<file path="config.mk">
export PLATFORM = sky130hd
export DESIGN_NAME = vga_sync_gen_flat
export DESIGN_NICKNAME = d
export VERILOG_FILES = /design/src/rtl/vga_sync_gen_if.sv /design/src/rtl/vga_sync_gen.sv /design/src/flat_wrapper.sv
export SDC_FILE = /design/constraint.sdc
export NUM_CORES = 1
export LEC_CHECK = 0
export ABC_AREA = 1
export CAP_MARGIN = 20
export CORE_ASPECT_RATIO = 0.9
export CORE_UTILIZATION = 55
export DETAILED_ROUTE_END_ITERATION = 7
export PLACE_DENSITY = 0.89
export SYNTH_ARGS = -nofsm -noshare
export SYNTH_HDL_FRONTEND = slang
export SYNTH_SLANG_ARGS = --single-unit
</file>
<file path="constraint.sdc">
create_clock -name clk -period 3.85 [get_ports clk]
set_input_delay 0.77 -clock clk [delete_from_list [all_inputs] [get_ports clk]]
set_output_delay 0.77 -clock clk [all_outputs]
set_load 0.03 [all_outputs]
</file>
<file path="src/rtl/vga_sync_gen_if.sv">
// Video timing bundle produced by vga_sync_gen: pixel strobe, raster
// position, blanking and sync levels, and the once-per-frame update strobe.
interface vga_sync_gen_if;
  logic       p_tick;
  logic [9:0] x;
  logic [9:0] y;
  logic       video_on;
  logic       hsync;
  logic       vsync;
  logic       frame_tick;

  // Timing generator drives the bundle.
  modport master (
    output p_tick, x, y, video_on, hsync, vsync, frame_tick
  );

  // Pixel pipeline / game logic consumes it.
  modport slave (
    input p_tick, x, y, video_on, hsync, vsync, frame_tick
  );
endinterface : vga_sync_gen_if

</file>
<file path="src/rtl/vga_sync_gen.sv">
// VGA raster timing generator. A clock divider produces the pixel strobe,
// x/y counters walk the full raster, and every decoded output is registered
// from the next-state counter values so it lines up with x/y exactly.
module vga_sync_gen #(
  parameter int CLK_DIV   = 4,
  parameter int H_DISPLAY = 640,
  parameter int H_FRONT   = 16,
  parameter int H_SYNC    = 96,
  parameter int H_BACK    = 48,
  parameter int V_DISPLAY = 480,
  parameter int V_FRONT   = 10,
  parameter int V_SYNC    = 2,
  parameter int V_BACK    = 33,
  parameter int SYNC_POL  = 0
) (
  input  logic           clk,
  input  logic           reset,
  vga_sync_gen_if.master vga
);

  localparam int H_TOTAL  = H_DISPLAY + H_FRONT + H_SYNC + H_BACK;
  localparam int V_TOTAL  = V_DISPLAY + V_FRONT + V_SYNC + V_BACK;
  localparam int HS_START = H_DISPLAY + H_FRONT;
  localparam int VS_START = V_DISPLAY + V_FRONT;

  localparam logic [3:0] DIV_MAX = 4'(CLK_DIV - 1);
  localparam logic [9:0] H_LAST  = 10'(H_TOTAL - 1);
  localparam logic [9:0] V_LAST  = 10'(V_TOTAL - 1);
  localparam logic [9:0] H_VIS   = 10'(H_DISPLAY);
  localparam logic [9:0] V_VIS   = 10'(V_DISPLAY);
  localparam logic [9:0] HS_LO   = 10'(HS_START);
  localparam logic [9:0] HS_HI   = 10'(HS_START + H_SYNC - 1);
  localparam logic [9:0] VS_LO   = 10'(VS_START);
  localparam logic [9:0] VS_HI   = 10'(VS_START + V_SYNC - 1);
  localparam logic       SYNC_ON = (SYNC_POL != 0);

  // Reject parameter sets the 4-bit divider or 10-bit counters cannot hold.
  if (CLK_DIV < 2 || CLK_DIV > 16) begin : g_bad_div
    $error("vga_sync_gen: CLK_DIV must be in 2..16");
  end
  if (H_TOTAL > 1024 || V_TOTAL > 1024) begin : g_bad_total
    $error("vga_sync_gen: H_TOTAL and V_TOTAL must fit in 10 bits");
  end
  if (H_DISPLAY < 1 || V_DISPLAY < 1 || H_SYNC < 1 || V_SYNC < 1) begin : g_bad_geom
    $error("vga_sync_gen: display and sync widths must be non-zero");
  end

  // Registered state.
  logic [3:0] div_q;
  logic [9:0] x_q;
  logic [9:0] y_q;
  logic       p_tick_q;
  logic       video_on_q;
  logic       hsync_q;
  logic       vsync_q;
  logic       frame_tick_q;

  // Next-state values.
  logic       advance;
  logic [3:0] div_next;
  logic [9:0] x_next;
  logic [9:0] y_next;
  logic       p_tick_next;
  logic       video_on_next;
  logic       hsync_next;
  logic       vsync_next;
  logic       frame_tick_next;

  // Next-state counters and the output decode taken from them.
  always_comb begin
    // NOTE: every signal gets a default at the top so no path through the
    // block leaves it unassigned; a missing default here infers a latch.
    advance  = (div_q == DIV_MAX);
    div_next = div_q + 4'd1;
    x_next   = x_q;
    y_next   = y_q;

    if (advance) begin
      div_next = '0;
      if (x_q == H_LAST) begin
        x_next = '0;
        y_next = (y_q == V_LAST) ? '0 : y_q + 10'd1;
      end else begin
        x_next = x_q + 10'd1;
      end
    end

    p_tick_next     = (div_next == DIV_MAX);
    video_on_next   = (x_next < H_VIS) && (y_next < V_VIS);
    hsync_next      = ((x_next >= HS_LO) && (x_next <= HS_HI)) ? SYNC_ON : ~SYNC_ON;
    vsync_next      = ((y_next >= VS_LO) && (y_next <= VS_HI)) ? SYNC_ON : ~SYNC_ON;
    // Only the edge that moves the raster onto (0, V_DISPLAY) raises it, so
    // the strobe lasts one clk even though x/y then hold for CLK_DIV clks.
    frame_tick_next = advance && (x_next == '0) && (y_next == V_VIS);
  end

  // State and output registers; reset parks the raster at the top-left pixel.
  always_ff @(posedge clk or posedge reset) begin
    // NOTE: all state uses non-blocking assignment so every register samples
    // the pre-edge values; blocking here would create ordering races.
    if (reset) begin
      div_q        <= '0;
      x_q          <= '0;
      y_q          <= '0;
      p_tick_q     <= 1'b0;
      video_on_q   <= 1'b1;
      hsync_q      <= ~SYNC_ON;
      vsync_q      <= ~SYNC_ON;
      frame_tick_q <= 1'b0;
    end else begin
      div_q        <= div_next;
      x_q          <= x_next;
      y_q          <= y_next;
      p_tick_q     <= p_tick_next;
      video_on_q   <= video_on_next;
      hsync_q      <= hsync_next;
      vsync_q      <= vsync_next;
      frame_tick_q <= frame_tick_next;
    end
  end

  // Outputs come straight from flops: no input reaches them combinationally.
  assign vga.p_tick     = p_tick_q;
  assign vga.x          = x_q;
  assign vga.y          = y_q;
  assign vga.video_on   = video_on_q;
  assign vga.hsync      = hsync_q;
  assign vga.vsync      = vsync_q;
  assign vga.frame_tick = frame_tick_q;

endmodule : vga_sync_gen
</file>
<file path="src/flat_wrapper.sv">
// flat-port wrapper written by rule: the top's interface ports become plain ports
module vga_sync_gen_flat 
#(
  parameter int CLK_DIV   = 4,
  parameter int H_DISPLAY = 640,
  parameter int H_FRONT   = 16,
  parameter int H_SYNC    = 96,
  parameter int H_BACK    = 48,
  parameter int V_DISPLAY = 480,
  parameter int V_FRONT   = 10,
  parameter int V_SYNC    = 2,
  parameter int V_BACK    = 33,
  parameter int SYNC_POL  = 0
)
  (clk, reset, vga_p_tick, vga_x, vga_y, vga_video_on, vga_hsync, vga_vsync, vga_frame_tick);
  vga_sync_gen_if vga_i ();
  input  logic clk;
  input  logic reset;
  output wire logic [$bits(vga_i.p_tick)-1:0] vga_p_tick;
  output wire logic [$bits(vga_i.x)-1:0] vga_x;
  output wire logic [$bits(vga_i.y)-1:0] vga_y;
  output wire logic [$bits(vga_i.video_on)-1:0] vga_video_on;
  output wire logic [$bits(vga_i.hsync)-1:0] vga_hsync;
  output wire logic [$bits(vga_i.vsync)-1:0] vga_vsync;
  output wire logic [$bits(vga_i.frame_tick)-1:0] vga_frame_tick;
  assign vga_p_tick = vga_i.p_tick;
  assign vga_x = vga_i.x;
  assign vga_y = vga_i.y;
  assign vga_video_on = vga_i.video_on;
  assign vga_hsync = vga_i.hsync;
  assign vga_vsync = vga_i.vsync;
  assign vga_frame_tick = vga_i.frame_tick;
  vga_sync_gen #(.CLK_DIV(CLK_DIV), .H_DISPLAY(H_DISPLAY), .H_FRONT(H_FRONT), .H_SYNC(H_SYNC), .H_BACK(H_BACK), .V_DISPLAY(V_DISPLAY), .V_FRONT(V_FRONT), .V_SYNC(V_SYNC), .V_BACK(V_BACK), .SYNC_POL(SYNC_POL)) u_core (.clk(clk), .reset(reset), .vga(vga_i));
endmodule
</file>
Yosys cells after proc, flatten, opt, wreduce, memory -nomap -nowiden. Cells that the tools add are included.

Bits in registers: 29. Word-level logic and storage cells: 36.

Add/sub/neg operators: 3. Order comparisons: 6. Equality and inequality tests: 5. Multiplexer cells: 8. Reductions and logical operators: 6.

Operator list (number): 10-bit two-way mux (5); 10-bit by 1-bit adder with 10-bit output, second input constant (2); 10-bit equality test, second input constant (2); 10-bit by 9-bit equality test with 1-bit output, second input constant (1); 10-bit greater-or-equal comparator, second input constant (1); 10-bit by 9-bit greater-or-equal comparator with 1-bit output, second input constant (1); 10-bit <= comparator, second input constant (1); 10-bit by 9-bit <= comparator with 1-bit output, second input constant (1); 10-bit logical NOT (1); 10-bit < comparator, second input constant (1); 10-bit by 9-bit < comparator with 1-bit output, second input constant (1); 4-bit by 2-bit equality test with 1-bit output, second input constant (2); 1-bit logical AND (5); 4-bit by 1-bit adder with 4-bit output, second input constant (1); 4-bit two-way mux (1); 1-bit two-way mux (2).

Depth between registers and ports, before layout. Gate-level depths: netlist (run 1).

Depth after elaboration: 7. Gate-level depth with buffers: 14. Gate-level depth less buffers: 14.

Least setup slack after synthesis (run 1). Ideal clock, no wire load.

Path type: reg2reg. Start point: register u_core.x_q[0] (netlist: u_core.vga.x[0]). End point: register u_core.frame_tick_q (netlist: u_core.vga.frame_tick). Arrival: 1.899 ns. Required time: 3.781 ns. Slack: 1.882 ns. Stages on the path, launching flop included: 12. Buffers on the path: 0. Clock period less this slack: 1.968 ns. Cell sequence: dfrtp_1 -> ha_1 -> nand2_2 -> nor2_4 -> nand3_4 -> nor2_8 -> nand2_1 -> nand2_1 -> nand2_1 -> a21oi_2 -> nand3_1 -> nor2_2.

Cells in the longest elaborated chain, start to end: 6. Elaborated cells on any way between the ends: 10. Those cells by class: add/sub (1); eq/ne (2); mux (4); reduce/logical (3).

Ends and longest elaborated chain: start: declaration (RTL line vga_sync_gen.sv:50) `logic [9:0] x_q;`; start signal: assignment (RTL line vga_sync_gen.sv:112) `x_q <= x_next;`; 10-bit by 1-bit adder with 10-bit output or 10-bit equality test (tied branches) (RTL line vga_sync_gen.sv:84, vga_sync_gen.sv:80); 10-bit two-way mux (RTL line vga_sync_gen.sv:80) `if (x_q == H_LAST) begin`; 10-bit two-way mux (RTL line vga_sync_gen.sv:78) `if (advance) begin`; 10-bit logical NOT (RTL line vga_sync_gen.sv:94) `frame_tick_next = advance && (x_next == '0) && (y_next == V_VIS);`; 1-bit logical AND (RTL line vga_sync_gen.sv:94); 1-bit logical AND (*) (RTL line vga_sync_gen.sv:94); named net u_core.frame_tick_next (RTL line vga_sync_gen.sv:67) `logic frame_tick_next;`; end signal: assignment (RTL line vga_sync_gen.sv:118) `frame_tick_q <= frame_tick_next;`; end: declaration (RTL line vga_sync_gen.sv:56) `logic frame_tick_q;`.

Mark *: on every way through the listed nets, which the timed path passes. The rest lies on a longest branch.

Worst setup path in the final report (run 1).
Start point: register u_core.x_q[0] (netlist: u_core.vga.x[0]). End point: output vga_x[0].

RTL lines: end: declaration (RTL line flat_wrapper.sv:20) `output wire logic [$bits(vga_i.x)-1:0] vga_x;`.

No word-level cell between the ends.

==> impl_metrics.tcl, run 1 <==
set metrics [dict create \
    critPathMaxFanout 9 \
    slew_viol_final 0 \
    cts_buffers 5 \
    synth-seq-cells 29 \
    min_period_over_period 0.613 \
    rows 19 \
    yosysSeqAreaShare 0.403 \
    fmax_mhz 424 \
    maxCapViolations 0 \
    syn-num-nets 267 \
    vias 1786 \
    post-cts-setup-buffers 0 \
    setup-violations-final 0 \
    synthesis.area_sq_um 1810 \
    syn_avg_cell_area_sq_um 6.96 \
    cpPeakStageDelay_ps 730 \
    vias_per_cell 5.32 \
    synth_top_area_cell "dfrtp_1" \
    place_congestion 0.902 \
    grt_setup_unrepaired "false" \
    utilization 0.717 \
    start_util 0.585 \
    coreArea_sq_um 3090 \
    ys_warn_count 0 \
    dp_hpwl_microns 3100 \
    grt_pass1_vias 1647 \
    drc 0 \
    final_common_cell "nand2_1" \
    dieHeight_microns 56.4 \
    ios 27 \
    clock-sinks 29 \
    path_class "reg2out" \
    grt_pass1_wl_microns 7290 \
    cts_tree "built" \
    drtIter0Drc 102 \
    post_drt_wl_per_cell_microns 13.0 \
    port_buffers 26 \
    status "finished clean" \
    routed_wl_microns 4350 \
    worstPathCellList "clkdlybuf4s50_1" \
    crit_arrival_ps 1590 \
    clockRootBuffer "clkbuf_4" \
    num_antenna_cells 0 \
    hold_violations 0 \
    cts_resized 0 \
    max-clock-path-buffers 2 \
    layout-drive-gt1-share 0.102 \
    ir_drop_uv 189 \
    postCtsHoldBufs 0 \
    die_area_sq_um 3520 \
    setup_tns_ps 0 \
    antenna_found_initial 0 \
    final_cell_mix "nand2_1, inv_1, nand3_1, nor2_1" \
    clkSlewWorstSetupHoldPaths_ps 90 \
    critPathCaptureType "output port" \
    insertion_delay_ps 350 \
    fin_crit_ps 2360 \
    syn-instance-count 260 \
    crit_slowest_cell "clkdlybuf4s50_1" \
    skew_ps 19.6 \
    worst_slew_pin_slew_ps 493 \
    start_kind "register" \
    grt_start_max_net_pins 30 \
    synth_area_leaders "dfrtp_1, nand2_1, nand3_1, inv_1, nor2_1" \
    h-tree-depth 2 \
    grt_util_all_layers 0.273 \
    powerDensity_nw_per_um2 241 \
    path_buf_inv 1 \
    synth_top_area_share 0.360 \
    dr.pass1.iters 5 \
    die_w_microns 62.5 \
    hold_path.class "reg2reg" \
    nNetsFinal 300 \
    grt-ovfl-total 0 \
    worstPathRequired_ps 3080 \
    antenna_left 0 \
    ys_types 25 \
    relSlewSlack 0.670 \
    leakagePower_nw 1.14 \
    areaGrowthSynthToFinish_pct 22.5 \
    crit_family "buffers and inverters" \
]
==> sequential cells by signal (all words and copies together), names as in the netlist <==
| name | cells |
|---|---|
| u_core.div_q | 4 |
| u_core.vga.y | 10 |
| u_core.vga.frame_tick | 1 |
| u_core.vga.p_tick | 1 |
| u_core.vga.hsync | 1 |
| u_core.vga.vsync | 1 |
| u_core.vga.x | 10 |
| u_core.vga.video_on | 1 |
==> path summary, 6_finish.rpt <==
| kind | startpoint | endpoint | cells after the start | slack, ps |
|---|---|---|---|---|
| worst max-delay path | u_core.vga.x[0] | vga_x[0] | 1 | 1490 |
| worst min-delay path | u_core.div_q[0] | u_core.div_q[0] | 1 | 500 |
| worst max register to register | u_core.div_q[0] | u_core.vga.frame_tick | 11 | 1660 |
| worst min register to register | u_core.div_q[0] | u_core.div_q[0] | 1 | 500 |
| max in group asynchronous | reset | u_core.vga.vsync | 3 | 2630 |
| min in group asynchronous | reset | u_core.div_q[0] | 2 | 710 |
==> through the flow <==
| stage | instance area [sq um] | cells | setup slack, ps | hold slack, ps | total power, W |
|---|---|---|---|---|---|
| global placement | 2120 | 327 | 1750 | 482 | 0.000317 |
| CTS | 2190 | 335 | 1480 | 498 | 0.000536 |
| detailed placement | 2120 | 327 | 1740 | 484 | 0.000317 |
| floorplan | 1810 | 260 | 1880 | 455 | 0.000315 |
| finish | 2220 | 336 | 1490 | 499 | 0.000534 |
| global route | 2220 | 336 | 1390 | 530 | 0.000552 |
==> routing by layer <==
metal | share of wire | vias to the layer above | global-route usage
met5 | 0 | - | 0
met4 | 0.020 | 0 | 0.156
met3 | 0.079 | 15 | 0.0650
met2 | 0.44 | 85 | 0.393
met1 | 0.46 | 812 | 0.377
li1 | - | 874 | -
==> cell type report <==
| class | instances | area (sq um) |
|---|---|---|
| Timing Repair Buffer | 28 | 295 |
| Fill cell | 260 | 873 |
| Clock buffer | 7 | 65.1 |
| Sequential cell | 29 | 729 |
| Inverter | 48 | 180 |
| Multi-Input combinational cell | 181 | 890 |
| Tap cell | 42 | 52.6 |
| Clock inverter | 1 | 5.00 |
==> Yosys cell counts <==
cell type and number:
nand2_1 72, inv_1 44, nand3_1 35, nor2_1 30
dfrtp_1 26, nand4_1 9, ha_1 5, nor2_2 5
o21ai_0 5, a21oi_1 4, inv_2 4, dfstp_2 3
nand2_2 3, buf_2 2, o21ai_1 2, o21bai_1 2
a21boi_0 1, a21oi_2 1, nand3_4 1, nor2_4 1
nor2_8 1, nor3_1 1, nor3b_1 1, or2_2 1
xor2_1 1
==> power breakdown <==
| part | switching, W | internal [W] |
|---|---|---|
| Combinational | 0.00000653 | 0.00000378 |
| Clock | 0.000114 | 0.000106 |
| Sequential | 0 | 0.000305 |
==> cells by family after synthesis <==
logic type                 count (synthesis)  synth area share
AOI/OAI and AO/OA                         15            0.0477
buffers and inverters                     50             0.105
and+or+nand+nor                          160             0.405
DFF                                       29             0.403
adders and majority gates                  5            0.0346
xor gates and xnor gates                   1           0.00484
Power figures use the tool's default switching activity.
==> inputs of run 2 (changes only) <==
--- a/config.mk
+++ b/config.mk
@@ -8,9 +8,9 @@
 export ABC_AREA = 1
 export CAP_MARGIN = 20
 export CORE_ASPECT_RATIO = 0.9
-export CORE_UTILIZATION = 55
+export CORE_UTILIZATION = 54
 export DETAILED_ROUTE_END_ITERATION = 7
-export PLACE_DENSITY = 0.89
+export PLACE_DENSITY = 0.88
 export SYNTH_ARGS = -nofsm -noshare
 export SYNTH_HDL_FRONTEND = slang
 export SYNTH_SLANG_ARGS = --single-unit
==> constraint.sdc (replaced) <==
create_clock -name clk -period 2.4 [get_ports clk]
set_input_delay 0.48 -clock clk [delete_from_list [all_inputs] [get_ports clk]]
set_output_delay 0.48 -clock clk [all_outputs]
set_load 0.03 [all_outputs]
==> run 2 against run 1 <==
Against the previous run:
- flip-flop and latch count did not move
- critical path type is now reg2reg
- total power rose by 78%
- final cell count rose by 0.30%
- routed wire length rose by 3.2%
==> impl_metrics.tcl, run 2 (synthesis gave the netlist of run 1 again) <==
set metrics [dict create \
    status "finished clean" \
    min_period_over_period 0.855 \
    drt-met1-wl_microns 1930 \
    worstPathCellList "ha_1, nand2_2, nor2_4, nand3_4, nor2_8, nand2_1, nand2_1, nand2_1, a21oi_2, nand3_1, nor2_2" \
    drtIter0Drc 157 \
    dieHeight_microns 56.9 \
    grt_util_all_layers 0.275 \
    vias 1823 \
    grt_pass1_vias 1634 \
    clock-sinks 29 \
    cts_tree "built" \
    skew_ps 8.58 \
    crit_arrival_ps 2280 \
    postCtsHoldBufs 0 \
    ios 27 \
    routed_wl_microns 4490 \
    wl_met3_microns 459 \
    power.switching_w 0.000200 \
    swShare 0.211 \
    max-clock-path-buffers 2 \
    coreArea_sq_um 3110 \
    setup_tns_ps 0 \
    start_util 0.581 \
    rows 19 \
    drc 0 \
    clockRootBuffer "clkbuf_8" \
    powerDensity_nw_per_um2 425 \
    pwr-share-seq 0.514 \
    post_drt_wl_per_cell_microns 13.3 \
    power_w 0.000951 \
    path_class "reg2reg" \
    slew_viol_final 0 \
    grt_setup_unrepaired "false" \
    hold_path.class "reg2reg" \
    dp_hpwl_microns 3260 \
    crit_slowest_cell "dfrtp_1" \
    vias_per_cell 5.41 \
    combPwrFrac 0.013 \
    worst_slew_pin_slew_ps 488 \
    areaGrowthSynthToFinish_pct 23.6 \
    num_antenna_cells 0 \
    fin_crit_ps 2050 \
    die_area_sq_um 3590 \
    post-cts-setup-buffers 0 \
    setup-violations-final 0 \
    fmax_mhz 487 \
    layout-drive-gt1-share 0.105 \
    maxCapViolations 0 \
    insertion_delay_ps 290 \
    antenna_found_initial 0 \
    critPathCaptureType "register" \
    p_int_w 0.000750 \
    ir_drop_uv 429 \
    antenna_left 0 \
    clkSlewWorstSetupHoldPaths_ps 60 \
    port_buffers 26 \
    final_common_cell "nand2_1" \
    relSlewSlack 0.674 \
    clock_power_share 0.473 \
    leakagePower_nw 1.15 \
    path_common_cell "nand2_1" \
    cpPeakStageDelay_ps 480 \
    grt_start_max_net_pins 30 \
    cts_buffers 5 \
    critPathMaxFanout 10 \
    place_congestion 0.974 \
    grt_pass1_wl_microns 7510 \
    nNetsFinal 301 \
    cts_resized 0 \
    grt-ovfl-total 0 \
    final_cell_mix "nand2_1, inv_1, nand3_1, nor2_1" \
    h-tree-depth 2 \
    start_kind "register" \
    die_w_microns 63.0 \
    dr.pass1.iters 5 \
    dr_wl_met2_microns 2020 \
    top_layer_used "met4" \
    hold_violations 0 \
    worstPathRequired_ps 2620 \
]
-- run 2: layout make-up --
type	instances	area, sq um
sequential	29	729
timing repair buffer	29	283
clock inverter	1	5.00
clock buffer	7	96.3
inverter	48	180
tap	42	52.6
multi-input combinational	181	890
fill	251	878
-- run 2: path summary, 6_finish.rpt --
path | start | endpoint | slack (ps) | cells after the start
setup / recovery | u_core.vga.x[0] | u_core.vga.frame_tick | 350 | 11
hold / removal | u_core.div_q[0] | u_core.div_q[0] | 500 | 1
setup reg to reg | u_core.vga.x[0] | u_core.vga.frame_tick | 350 | 11
hold reg to reg | u_core.div_q[0] | u_core.div_q[0] | 500 | 1
max in group asynchronous | reset | u_core.vga.video_on | 1520 | 3
min in group asynchronous | reset | u_core.vga.x[1] | 560 | 3
-- run 2: per-stage QoR --
step                      instance area (sq um)  cells  utilization  worst slack (ps)  hold WS, ps
after CTS                                  2240    337        0.718               382          510
after global placement                     2130    329        0.685               443          483
final                                      2240    337        0.718               347          505
after detailed placement                   2130    329        0.685               402          501
after floorplan                            1810    260            -               432          455
after global routing                       2240    337        0.718               142          554
-- run 2: per-layer routing --
metal | up-vias | global-route usage
met1 | 820 | 0.374
met4 | 0 | 0.116
met5 | - | 0
met2 | 102 | 0.415
met3 | 14 | 0.0732
li1 | 887 | -
-- run 2: power by group through the flow --
stage / combinational (W) / sequential, W / clock [W]
final: 0.0000120 / 0.000489 / 0.000450
after global routing: 0.0000144 / 0.000489 / 0.000478
after CTS: 0.0000127 / 0.000489 / 0.000455
after detailed placement: 0.0000129 / 0.000498 / 0
after global placement: 0.0000127 / 0.000498 / 0
after floorplan: 0.00000719 / 0.000498 / 0
-- run 2: critical path, delay by kind of cell (launching register included) --
kind            cells  cell delay [ps]
flops               1              480
simple gates        9             1100
compound gates      1              170
fa+ha+maj           1              250
==> inputs of run 3 (changes only) <==
--- a/config.mk
+++ b/config.mk
@@ -8,6 +8,7 @@
 export ABC_AREA = 1
 export CAP_MARGIN = 20
 export CORE_ASPECT_RATIO = 0.9
+export CORE_MARGIN = 1.5
 export CORE_UTILIZATION = 54
 export DETAILED_ROUTE_END_ITERATION = 7
 export PLACE_DENSITY = 0.88
==> run 3 against run 2 <==
Against the previous run:
- fmax down 3.6%
- critical path depth unchanged
- setup slack worse by 77 ps
- routed wire length down 3.7%
- critical path type unchanged
- critical endpoint is now u_core.vga.video_on
- largest cell class unchanged
==> impl_metrics.tcl, run 3 (synthesis gave the netlist of run 1 again) <==
set metrics [dict create \
    die_w_microns 64.0 \
    vias_per_cell 5.25 \
    nFillCells 242 \
    nNetsFinal 301 \
    clock-sinks 29 \
    start_kind "register" \
    critPathCaptureType "register" \
    dr.pass1.iters 5 \
    hold_violations 0 \
    grt_pass1_vias 1601 \
    clockRootBuffer "clkbuf_8" \
    start_util 0.581 \
    grt_setup_unrepaired "false" \
    leakagePower_nw 1.15 \
    rows 19 \
    crit_arrival_ps 2360 \
    powerDensity_nw_per_um2 455 \
    postCtsHoldBufs 0 \
    fmax_mhz 470 \
    status "finished clean" \
    post-cts-setup-buffers 0 \
    antenna_found_initial 0 \
    min_period_over_period 0.887 \
    worstPathRequired_ps 2630 \
    fin_crit_ps 2130 \
    fin_ws_ps 270 \
    cts_tree "built" \
    layout-drive-gt1-share 0.105 \
    final_cell_mix "nand2_1, inv_1, nand3_1, nor2_1" \
    areaGrowthSynthToFinish_pct 24.6 \
    slew_viol_final 0 \
    clkSlewWorstSetupHoldPaths_ps 60 \
    coreArea_sq_um 3110 \
    num_antenna_cells 0 \
    place_congestion 0.963 \
    routed_wl_microns 4330 \
    port_buffers 26 \
    hold_path.class "reg2reg" \
    h-tree-depth 2 \
    die_area_sq_um 3710 \
    setup_tns_ps 0 \
    critPathMaxFanout 9 \
    post_drt_wl_per_cell_microns 12.8 \
    skew_ps 2.50 \
    final_common_cell "nand2_1" \
    dp_hpwl_microns 3090 \
    insertion_delay_ps 280 \
    relSlewSlack 0.664 \
    grt_pass1_wl_microns 7300 \
    place_ws_ps 362 \
    grt_util_all_layers 0.258 \
    grt_start_max_net_pins 30 \
    cts_resized 0 \
    ios 27 \
    ir_drop_uv 373 \
    path_class "reg2reg" \
    dieHeight_microns 57.9 \
    fin_cells 337 \
    drtIter0Drc 177 \
    setup-violations-final 0 \
    maxCapViolations 0 \
    max-clock-path-buffers 2 \
    vias 1768 \
    grt-ovfl-total 0 \
    cts_buffers 5 \
    drc 0 \
    antenna_left 0 \
    worst_slew_pin_slew_ps 502 \
    dp_cells 329 \
]
-- run 3: critical path, cell delays in order (launching register included) --
cell and delay (ps):
dfrtp_1 500, ha_1 270, nand2_2 90, nor2_4 210, inv_2 60, nor2_1 250
nand3_1 210, nand3_1 190, nand2_1 70, nor2_1 110, nand2_1 70, inv_1 50
-- run 3: where the power goes --
part	internal (W)	switching, W	total [W]
logic	0.00000261	0.00000915	0.0000118
clock network	0.000337	0.000188	0.000525
registers	0.000489	0	0.000489
-- run 3: area by class of cell --
type,instances,area [sq um],share of cell area
Tap cell,42,52.6,0.0233
Multi-Input combinational cell,181,890,0.395
Clock buffer,6,82.6,0.0366
Clock inverter,2,37.5,0.0166
Inverter,48,180,0.0799
Timing Repair Buffer,29,283,0.125
Sequential cell,29,729,0.324
-- run 3: worst paths after layout --
check	from	endpoint	slack, ps	cells past startpoint
min	u_core.div_q[0]	u_core.div_q[0]	490	1
max in group asynchronous	reset	u_core.vga.vsync	1540	3
max	u_core.vga.x[0]	u_core.vga.video_on	270	11
max reg2reg	u_core.vga.x[0]	u_core.vga.video_on	270	11
min reg2reg	u_core.div_q[0]	u_core.div_q[0]	490	1
min in group asynchronous	reset	u_core.div_q[1]	560	3
-- run 3: layer usage --
layer  up-vias  routed length [microns]  global-route usage  share of wire
met1       818                     1920               0.357           0.44
met5         -                        0                   0              0
li1        882                        -                   -              -
met3         3                      341              0.0680          0.079
met2        65                     2040               0.406           0.47
met4         0                       25              0.0714         0.0058
-- run 3: per-stage QoR --
stage           util  instance area [sq um]  total power, W  hold WS (ps)
2_1_floorplan      -                   1810        0.000505           455
3_3_place_gp   0.685                   2130        0.000511           464
3_5_place_dp   0.685                   2130        0.000511           484
4_1_cts        0.724                   2250         0.00104           494
5_1_grt        0.724                   2250         0.00107           540
6_report       0.724                   2250         0.00103           493
